`config.mk`:
```
export PLATFORM = sky130hd
export DESIGN_NAME = door_access_ctrl_flat
export DESIGN_NICKNAME = d
export VERILOG_FILES = /design/src/rtl/door_access_if.sv /design/src/rtl/door_access_ctrl.sv /design/src/flat_wrapper.sv
export SDC_FILE = /design/constraint.sdc
export NUM_CORES = 1
export LEC_CHECK = 0
export CORE_ASPECT_RATIO = 2
export CORE_UTILIZATION = 57
export CTS_CLUSTER_SIZE = 10
export DETAILED_ROUTE_END_ITERATION = 12
export PLACE_DENSITY = 0.81
export SYNTH_ARGS = -nofsm -noshare
export SYNTH_HDL_FRONTEND = slang
export SYNTH_SLANG_ARGS = --single-unit
```
`constraint.sdc`:
```
create_clock -name clk -period 2.2 [get_ports clk]
set_input_delay 0.44 -clock clk [delete_from_list [all_inputs] [get_ports clk]]
set_output_delay 0.44 -clock clk [all_outputs]
set_load 0.03 [all_outputs]
```
`src/rtl/door_access_if.sv`:
```
// Status/output bundle between the door_lock stage and door_access_ctrl.
// master drives the door_lock status lines, slave is the access controller.
interface door_access_if;
   logic       locked;
   logic       unlocked;
   logic       error;
   logic       relay_on;
   logic       alarm;
   logic       lockout;
   logic [3:0] fail_count;
   logic [1:0] state_o;

   modport master (
      output locked, unlocked, error,
      input  relay_on, alarm, lockout, fail_count, state_o
   );

   modport slave (
      input  locked, unlocked, error,
      output relay_on, alarm, lockout, fail_count, state_o
   );
endinterface

```
`src/rtl/door_access_ctrl.sv`:
```
// Door strike relay hold, consecutive-failure counting and timed lockout.
// Define ALARM_BLINK_EN to make the alarm blink every BLINK_HALF cycles during lockout.
//
// state   | meaning
// IDLE    | waiting for an unlock or error edge
// OPEN    | relay energised, hold timer running
// LOCKOUT | alarm on, key entry inhibited, lockout timer running
module door_access_ctrl #(
   parameter int MAX_FAILS      = 3,
   parameter int RELAY_CYCLES   = 200,
   parameter int LOCKOUT_CYCLES = 1000,
   parameter int CNT_W          = 16
`ifdef ALARM_BLINK_EN
   ,
   parameter int BLINK_HALF     = 8
`endif
) (
   input  logic          clk,
   input  logic          rst,
   door_access_if.slave  bus
);

   typedef enum logic [1:0] {
      S_IDLE    = 2'd0,
      S_OPEN    = 2'd1,
      S_LOCKOUT = 2'd2
   } state_t;

   localparam logic [3:0]       FAIL_MAX   = 4'(MAX_FAILS);
   localparam logic [CNT_W-1:0] RELAY_LOAD = CNT_W'(RELAY_CYCLES - 1);
   localparam logic [CNT_W-1:0] LOCK_LOAD  = CNT_W'(LOCKOUT_CYCLES - 1);

   state_t           state, state_nxt;
   logic [CNT_W-1:0] timer, timer_nxt;
   logic [3:0]       fail_cnt, fail_nxt;
   logic             locked_prev, unlocked_prev, error_prev;
   logic             relay_q, lockout_q, alarm_q;
   logic             locked_rise, unlocked_rise, error_rise;
   logic             open_exit;

   assign locked_rise   = bus.locked   & ~locked_prev;
   assign unlocked_rise = bus.unlocked & ~unlocked_prev;
   assign error_rise    = bus.error    & ~error_prev;

   always_comb begin
      state_nxt = state;
      timer_nxt = timer;
      fail_nxt  = fail_cnt;
      open_exit = 1'b0;
      case (state)
         S_IDLE: begin
            if (fail_cnt >= FAIL_MAX) begin
               // count saturated while OPEN: lock out as soon as the relay drops
               state_nxt = S_LOCKOUT;
               timer_nxt = LOCK_LOAD;
            end else if (error_rise) begin
               fail_nxt = fail_cnt + 4'd1;
               if (fail_nxt == FAIL_MAX) begin
                  state_nxt = S_LOCKOUT;
                  timer_nxt = LOCK_LOAD;
               end
            end else if (unlocked_rise) begin
               fail_nxt  = 4'd0;
               state_nxt = S_OPEN;
               timer_nxt = RELAY_LOAD;
            end
         end
         S_OPEN: begin
            if (locked_rise) begin
               open_exit = 1'b1;
            end else if (unlocked_rise) begin
               timer_nxt = RELAY_LOAD;
            end else begin
               if (error_rise && (fail_cnt < FAIL_MAX))
                  fail_nxt = fail_cnt + 4'd1;
               if (timer == '0)
                  open_exit = 1'b1;
               else
                  timer_nxt = timer - 1'b1;
            end
            if (open_exit) begin
               if (fail_nxt == FAIL_MAX) begin
                  state_nxt = S_LOCKOUT;
                  timer_nxt = LOCK_LOAD;
               end else begin
                  state_nxt = S_IDLE;
                  timer_nxt = '0;
               end
            end
         end
         S_LOCKOUT: begin
            if (timer == '0) begin
               state_nxt = S_IDLE;
               fail_nxt  = 4'd0;
            end else begin
               timer_nxt = timer - 1'b1;
            end
         end
         default: begin
            state_nxt = S_IDLE;
            timer_nxt = '0;
            fail_nxt  = 4'd0;
         end
      endcase
   end

   always_ff @(posedge clk) begin
      if (!rst) begin
         state         <= S_IDLE;
         timer         <= '0;
         fail_cnt      <= 4'd0;
         locked_prev   <= 1'b1;
         unlocked_prev <= 1'b1;
         error_prev    <= 1'b1;
         relay_q       <= 1'b0;
         lockout_q     <= 1'b0;
      end else begin
         state         <= state_nxt;
         timer         <= timer_nxt;
         fail_cnt      <= fail_nxt;
         locked_prev   <= bus.locked;
         unlocked_prev <= bus.unlocked;
         error_prev    <= bus.error;
         relay_q       <= (state_nxt == S_OPEN);
         lockout_q     <= (state_nxt == S_LOCKOUT);
      end
   end

`ifdef ALARM_BLINK_EN
   localparam logic [15:0] BLINK_LOAD = 16'(BLINK_HALF - 1);
   logic [15:0] blink_cnt;

   always_ff @(posedge clk) begin
      if (!rst) begin
         alarm_q   <= 1'b0;
         blink_cnt <= '0;
      end else if (state_nxt == S_LOCKOUT) begin
         if (state != S_LOCKOUT) begin
            alarm_q   <= 1'b1;
            blink_cnt <= BLINK_LOAD;
         end else if (blink_cnt == '0) begin
            alarm_q   <= ~alarm_q;
            blink_cnt <= BLINK_LOAD;
         end else begin
            blink_cnt <= blink_cnt - 1'b1;
         end
      end else begin
         alarm_q   <= 1'b0;
         blink_cnt <= '0;
      end
   end
`else
   always_ff @(posedge clk) begin
      if (!rst)
         alarm_q <= 1'b0;
      else
         alarm_q <= (state_nxt == S_LOCKOUT);
   end
`endif

   assign bus.relay_on   = relay_q;
   assign bus.alarm      = alarm_q;
   assign bus.lockout    = lockout_q;
   assign bus.fail_count = fail_cnt;
   assign bus.state_o    = state;

endmodule

```
`src/flat_wrapper.sv`:
```
// flat-port wrapper written by rule: the top's interface ports become plain ports
module door_access_ctrl_flat 
#(
   parameter int MAX_FAILS      = 3,
   parameter int RELAY_CYCLES   = 200,
   parameter int LOCKOUT_CYCLES = 1000,
   parameter int CNT_W          = 16

)
  (clk, rst, bus_locked, bus_unlocked, bus_error, bus_relay_on, bus_alarm, bus_lockout, bus_fail_count, bus_state_o);
  door_access_if bus_i ();
  input  logic clk;
  input  logic rst;
  input wire logic [$bits(bus_i.locked)-1:0] bus_locked;
  input wire logic [$bits(bus_i.unlocked)-1:0] bus_unlocked;
  input wire logic [$bits(bus_i.error)-1:0] bus_error;
  output wire logic [$bits(bus_i.relay_on)-1:0] bus_relay_on;
  output wire logic [$bits(bus_i.alarm)-1:0] bus_alarm;
  output wire logic [$bits(bus_i.lockout)-1:0] bus_lockout;
  output wire logic [$bits(bus_i.fail_count)-1:0] bus_fail_count;
  output wire logic [$bits(bus_i.state_o)-1:0] bus_state_o;
  assign bus_i.locked = bus_locked;
  assign bus_i.unlocked = bus_unlocked;
  assign bus_i.error = bus_error;
  assign bus_relay_on = bus_i.relay_on;
  assign bus_alarm = bus_i.alarm;
  assign bus_lockout = bus_i.lockout;
  assign bus_fail_count = bus_i.fail_count;
  assign bus_state_o = bus_i.state_o;
  door_access_ctrl #(.MAX_FAILS(MAX_FAILS), .RELAY_CYCLES(RELAY_CYCLES), .LOCKOUT_CYCLES(LOCKOUT_CYCLES), .CNT_W(CNT_W)) u_core (.clk(clk), .rst(rst), .bus(bus_i));
endmodule
```
# Word level (Yosys, flattened, before mapping)
# Index checks and enable logic that the tools add are counted.
# classes
n_reduce_logical	5
order_cmp	2
eq_ne	12
add_sub_neg	2
n_bitwise	6
mux	31
# op_table
cell	n
$mux W16	8
$pmux W16 S3	1
$mux W4	8
$logic_not A16 Y1	1
$sub A16 B1 Y16 const B	1
$mux W2	7
$pmux W4 S3	1
$mux W10	1
$eq A4 B2 Y1 const B	2
$pmux W2 S3	1
$reduce_and A3 Y1	2
$add A4 B1 Y4 const B	1
$eq A2 B1 Y1 const B	2
$eq A2 B2 Y1 const B	2
$ge A4 B2 Y1 const B	1
$lt A4 B2 Y1 const B	1
$mux W1	4
$ne A4 B1 Y1 const B	1
$ne A4 B4 Y1 const B	1
$and A1 B1 Y1	3
$ne A3 B1 Y1 const B	1
$ne A3 B3 Y1 const B	1
$not A1 Y1	3
$logic_not A2 Y1	1
3 further kinds	3
# word_totals
elab_cells	66
in_bits	5
register_bits	27

# Logic depth before layout (Yosys ltp)
# logic_depth
word_depth	12
ltp_mapped	8
depth_no_buf	7

# Worst setup path before layout
# No wires, ideal clock.
# synth_path
path_type	flip-flop to flip-flop
startpoint	reg u_core.timer[1]
endpoint	reg u_core.timer[1]
stages_incl_launch_ff	8
period_less_slack_ns	1.978
path_slack_ns	0.222
setup_time_ns	0.134
arrival_time_ns	1.845
n_path_buf	0
cell_sequence	dfxtp_1 -> inv_1 -> ha_1 -> or3b_1 -> nor2_1 -> a31oi_1 -> o31ai_2 -> o211ai_1
# synth_between
elab_chain_len	7
# synth_rtl
item	line_no	text
start, declared	door_access_ctrl.sv:34	logic [CNT_W-1:0] timer, timer_nxt;
start signal, assigned	door_access_ctrl.sv:119	timer <= timer_nxt;
branches (longest 7 deep; another with $sub A16 B1 Y16)	-	
# Parallel ways; which one is timed is not known. The select of a mux whose other input is x is not followed.
# A chain may end at the register's enable or synchronous reset.

# Final worst setup path
# layout_path
startpoint	reg u_core.timer[1]
endpoint	reg u_core.fail_cnt[0], in the netlist u_core.bus.fail_count[0]
# layout_between
elab_chain_len	3
# layout_rtl
item	line_no	text
$logic_not A16 Y1	door_access_ctrl.sv:92	if (timer == '0) begin
$ne A2 B1 Y1 (no source line)	-	
$reduce_and A3 Y1 (no source line)	-	
end signal, assigned	door_access_ctrl.sv:120	fail_cnt <= fail_nxt;
end, declared	door_access_ctrl.sv:35	logic [3:0] fail_cnt, fail_nxt;
# No other way between the ends.

==> summary.md <==
| Metric | Value |
|---|---|
| WP data required | 2.35 ns |
| Final Max Slew Viols | 0 |
| Worst Path Max Fanout | 5 |
| Flop-to-flop setup slack | 0.12 ns |
| First-pass GRT wire length | 7580 µm |
| EDFF count, synth | 0 |
| Hold path depth | 2 |
| IO Port Bufs | 13 |
| Mux cell area share after synthesis | 1.19% |
| Clk buf depth | 2 |
| Num CTS Buffers | 3 |
| Worst-path clk slew | 0.10 ns |
| DRT iter0 DRCs | 50 |
| Synth Net Count | 213 |
| Drt first pass iters | 4 |
| Setup Buffers After CTS | 0 |
| Max_slew headroom | 67.7% |
| DP Wirelength | 3640 µm |
| Post-Synth XOR/XNOR Area | 3.64% |
| Initial antenna violation count | 0 |
| Mapped Cells | 205 |
| Reg2reg path depth | 9 |
| Syn_area_per_cell | 8.22 µm² |
| Hold_buf cts | 0 |
| Area post-placement | 1950 µm² |
| Final Hold Fails | 0 |
| Drt wl/cell | 17.7 µm |
| Post-Layout Inst Area | 2030 µm² |
| Period Utilization, post-route | 94.6% |
| Worst hold path endpoint | u_core.bus.fail_count[2]$_SDFFE_PN0P_ |
| Pwr Density | 748 nW/µm² |
| Final WS setup | 0.119 ns |
| CP Capture Type | flop |
| Placed Cells | 258 |
| Antenna diodes | 0 |
| NumNets Final | 242 |
| Core footprint | 2770 µm² |
| Syn Std Cell Area | 1680 µm² |
| CP startpoint kind | flop |
| Skew final | 0.00626 ns |
| Post-synthesis adder-cell area fraction | 2.23% |
| Outcome | completed |
| Vias in the first global route | 1726 |
| Die area | 3190 µm² |
| CTS Sinks | 27 |
| R2R Path Start | u_core.timer[1]$_SDFFE_PN0P_ |
| Initial core utilization | 60.8% |
| Worst slack at placement | -0.0900 ns |
| Final antenna-violating net count | 0 |
| Layout area overhead | 20.7% |
| Crit path kind | reg2reg |
| Final min period | 2.08 ns |
| Ratio of cells with drive above 1 in the final layout | 17.6% |
| Synth unique cells | 53 |
| Mean number of vias per cell | 6.57 |
| Die Ht | 78.9 µm |
| YS warnings | 0 |
| Finished Layout Cells | 262 |
| Main flop type after synthesis | dfxtp_1 |
| Row cnt | 27 |
| Worst VDD drop | 0.000561 V |
| Hold Path Class | reg2reg |
| DRC viols | 0 |
| Worst-Skew Late Latency | 0.28 ns |
| Worst Tran Pin Value | 0.481 ns |
| Register bit total from synthesis | 27 |
| LEAKAGE | 0.757 nW |
| Total chip power | 1.52 mW |
| Post_cts resized | 0 |
| Fraction of registers with async set/reset | 0% |
| Main combinational cell family by area after synthesis | simple AND/OR/NAND/NOR gates |
| Root Buffer | clkbuf_8 |
| Final Setup Violations | 0 |
| WP data arrival | 2.24 ns |
| Total track usage | 33.6% |
| Vias | 1722 |
| Compound-cell area share of the yosys netlist | 26.9% |
| Critical Path Start | u_core.timer[1]$_SDFFE_PN0P_ |
| Reg2reg end | u_core.bus.fail_count[0]$_SDFFE_PN0P_ |
| Routed WL | 4640 µm |
| Die Wd | 40.4 µm |
| Grt ovf | 0 |
| CTS tree | yes |
| Number of placed I/O pins | 14 |
| Hold Startpoint | u_core.bus.fail_count[2]$_SDFFE_PN0P_ |
| Post-synthesis sequential area ratio | 32.1% |
| Final GP Congestion | 0.926 |
| Simple-gate share of the synthesized area | 29.0% |
| MaxCap Viol Count | 0 |
| Largest net degree at the start of global routing | 16 |
| Fmax | 480 MHz |
| H-tree depth | 1 |
## routing by layer
| metal | vias to the layer above | GRT usage (%) | wire, µm |
|---|---|---|---|
| li1 | 833 | - | - |
| met1 | 803 | 32.9 | 1630 |
| met4 | 0 | 21.3 | 205 |
| met5 | - | 0 | 0 |
| met2 | 66 | 59.4 | 2650 |
| met3 | 20 | 3.63 | 159 |
## power breakdown
| part | total, mW | internal [mW] | switching (mW) |
|---|---|---|---|
| clock | 0.287 | 0.127 | 0.160 |
| sequential | 0.549 | 0.519 | 0.0300 |
| combinational | 0.685 | 0.292 | 0.392 |
| total | 1.52 | 0.938 | 0.582 |
## per-stage QoR
stage,utilization [%],setup TNS [ns],hold WS [ns]
finish,73.4,0,0.499
global route,73.4,-0.000692,0.523
CTS,72.2,0,0.501
detailed placement,70.6,-0.278,0.483
global placement,70.6,0,0.463
floorplan,-,0,0.459
## logic make-up after synthesis
family,Yosys count
AND/OR/NAND/NOR,87
multiplexers,2
buffers and inverters,19
flip-flops,27
adder cells (fa/ha/maj),3
XOR/XNOR,7
AO/OA/AOI/OAI,60
## cells in the final DEF (no fill, tap or decap), drive strengths merged, types with 5 or more instances in the layout
master / synthesis / routed
nand3: 10 / 10
clkdlybuf4s50: 0 / 13
nor2: 23 / 23
nand2: 10 / 10
o2111ai: 5 / 5
o21ai: 10 / 10
o31ai: 6 / 6
o211ai: 9 / 9
or3: 8 / 8
nor2b: 5 / 5
nor3: 14 / 14
buf: 3 / 20
dfxtp: 27 / 27
a21oi: 9 / 9
nand2b: 6 / 6
inv: 10 / 10
## cell usage after synthesis, types with 2 or more instances
cell type  instances  area (µm²)
nor2_1            22        82.6
a311oi_1           3        26.3
mux2i_1            2        20.0
nand3_1           10        50.1
ha_1               3        37.5
nor3_1            11        55.1
o211ai_1           9        67.6
nor2b_1            5        31.3
o2111ai_1          5        43.8
nor4_1             3        18.8
o31ai_1            4        30.0
xor2_1             4        35.0
o21ai_1            3        15.0
inv_1             10        37.5
nand2b_1           6        37.5
o21ai_0            6        30.0
or3_1              7        43.8
nand2_1           10        37.5
clkbuf_1           6        22.5
dfxtp_1           27         541
xnor2_1            3        26.3
a211oi_1           3        22.5
nor3_2             2        20.0
a21oi_1            9        45.0
a31oi_1            4        25.0
## worst max-delay path, stage by stage, from the launching register on
cell,delay [ns]
dfxtp_1,0.32
inv_1,0.08
ha_2,0.21
or3b_4,0.42
nor2_2,0.18
buf_4,0.15
a311oi_1,0.10
buf_4,0.19
o211ai_1,0.20
o21ai_0,0.13
## registers in the layout, summed over array words and instances (netlist names)
| name | cells |
|---|---|
| u_core.timer | 16 |
| u_core.bus.fail_count | 4 |
| u_core.bus.state_o | 2 |
| u_core.bus.lockout | 1 |
| u_core.bus.relay_on | 1 |
| u_core.error_prev | 1 |
| u_core.locked_prev | 1 |
| u_core.unlocked_prev | 1 |
## area by class of cell
cell class,instances,area (µm²)
clock buffers,3,41.3
clock inverters,1,5.00
fillers,216,737
inverters,10,37.5
multi-input cells,159,1090
flip-flops and latches,27,541
well taps,29,36.3
repair buffers,33,280
## how the worst max path moves through the flow
stage,endpoint,slack (ns)
final,u_core.bus.fail_count[0]$_SDFFE_PN0P_,0.12
after global routing,u_core.timer[3]$_SDFFE_PN0P_,-0.0007
after CTS,u_core.timer[2]$_SDFFE_PN0P_,0.01
after detailed placement,u_core.timer[2]$_SDFFE_PN0P_,-0.09
after global placement,u_core.timer[1]$_SDFFE_PN0P_,0.003
after floorplan,u_core.timer[1]$_SDFFE_PN0P_,0.22
Power figures use the tool's default switching activity.
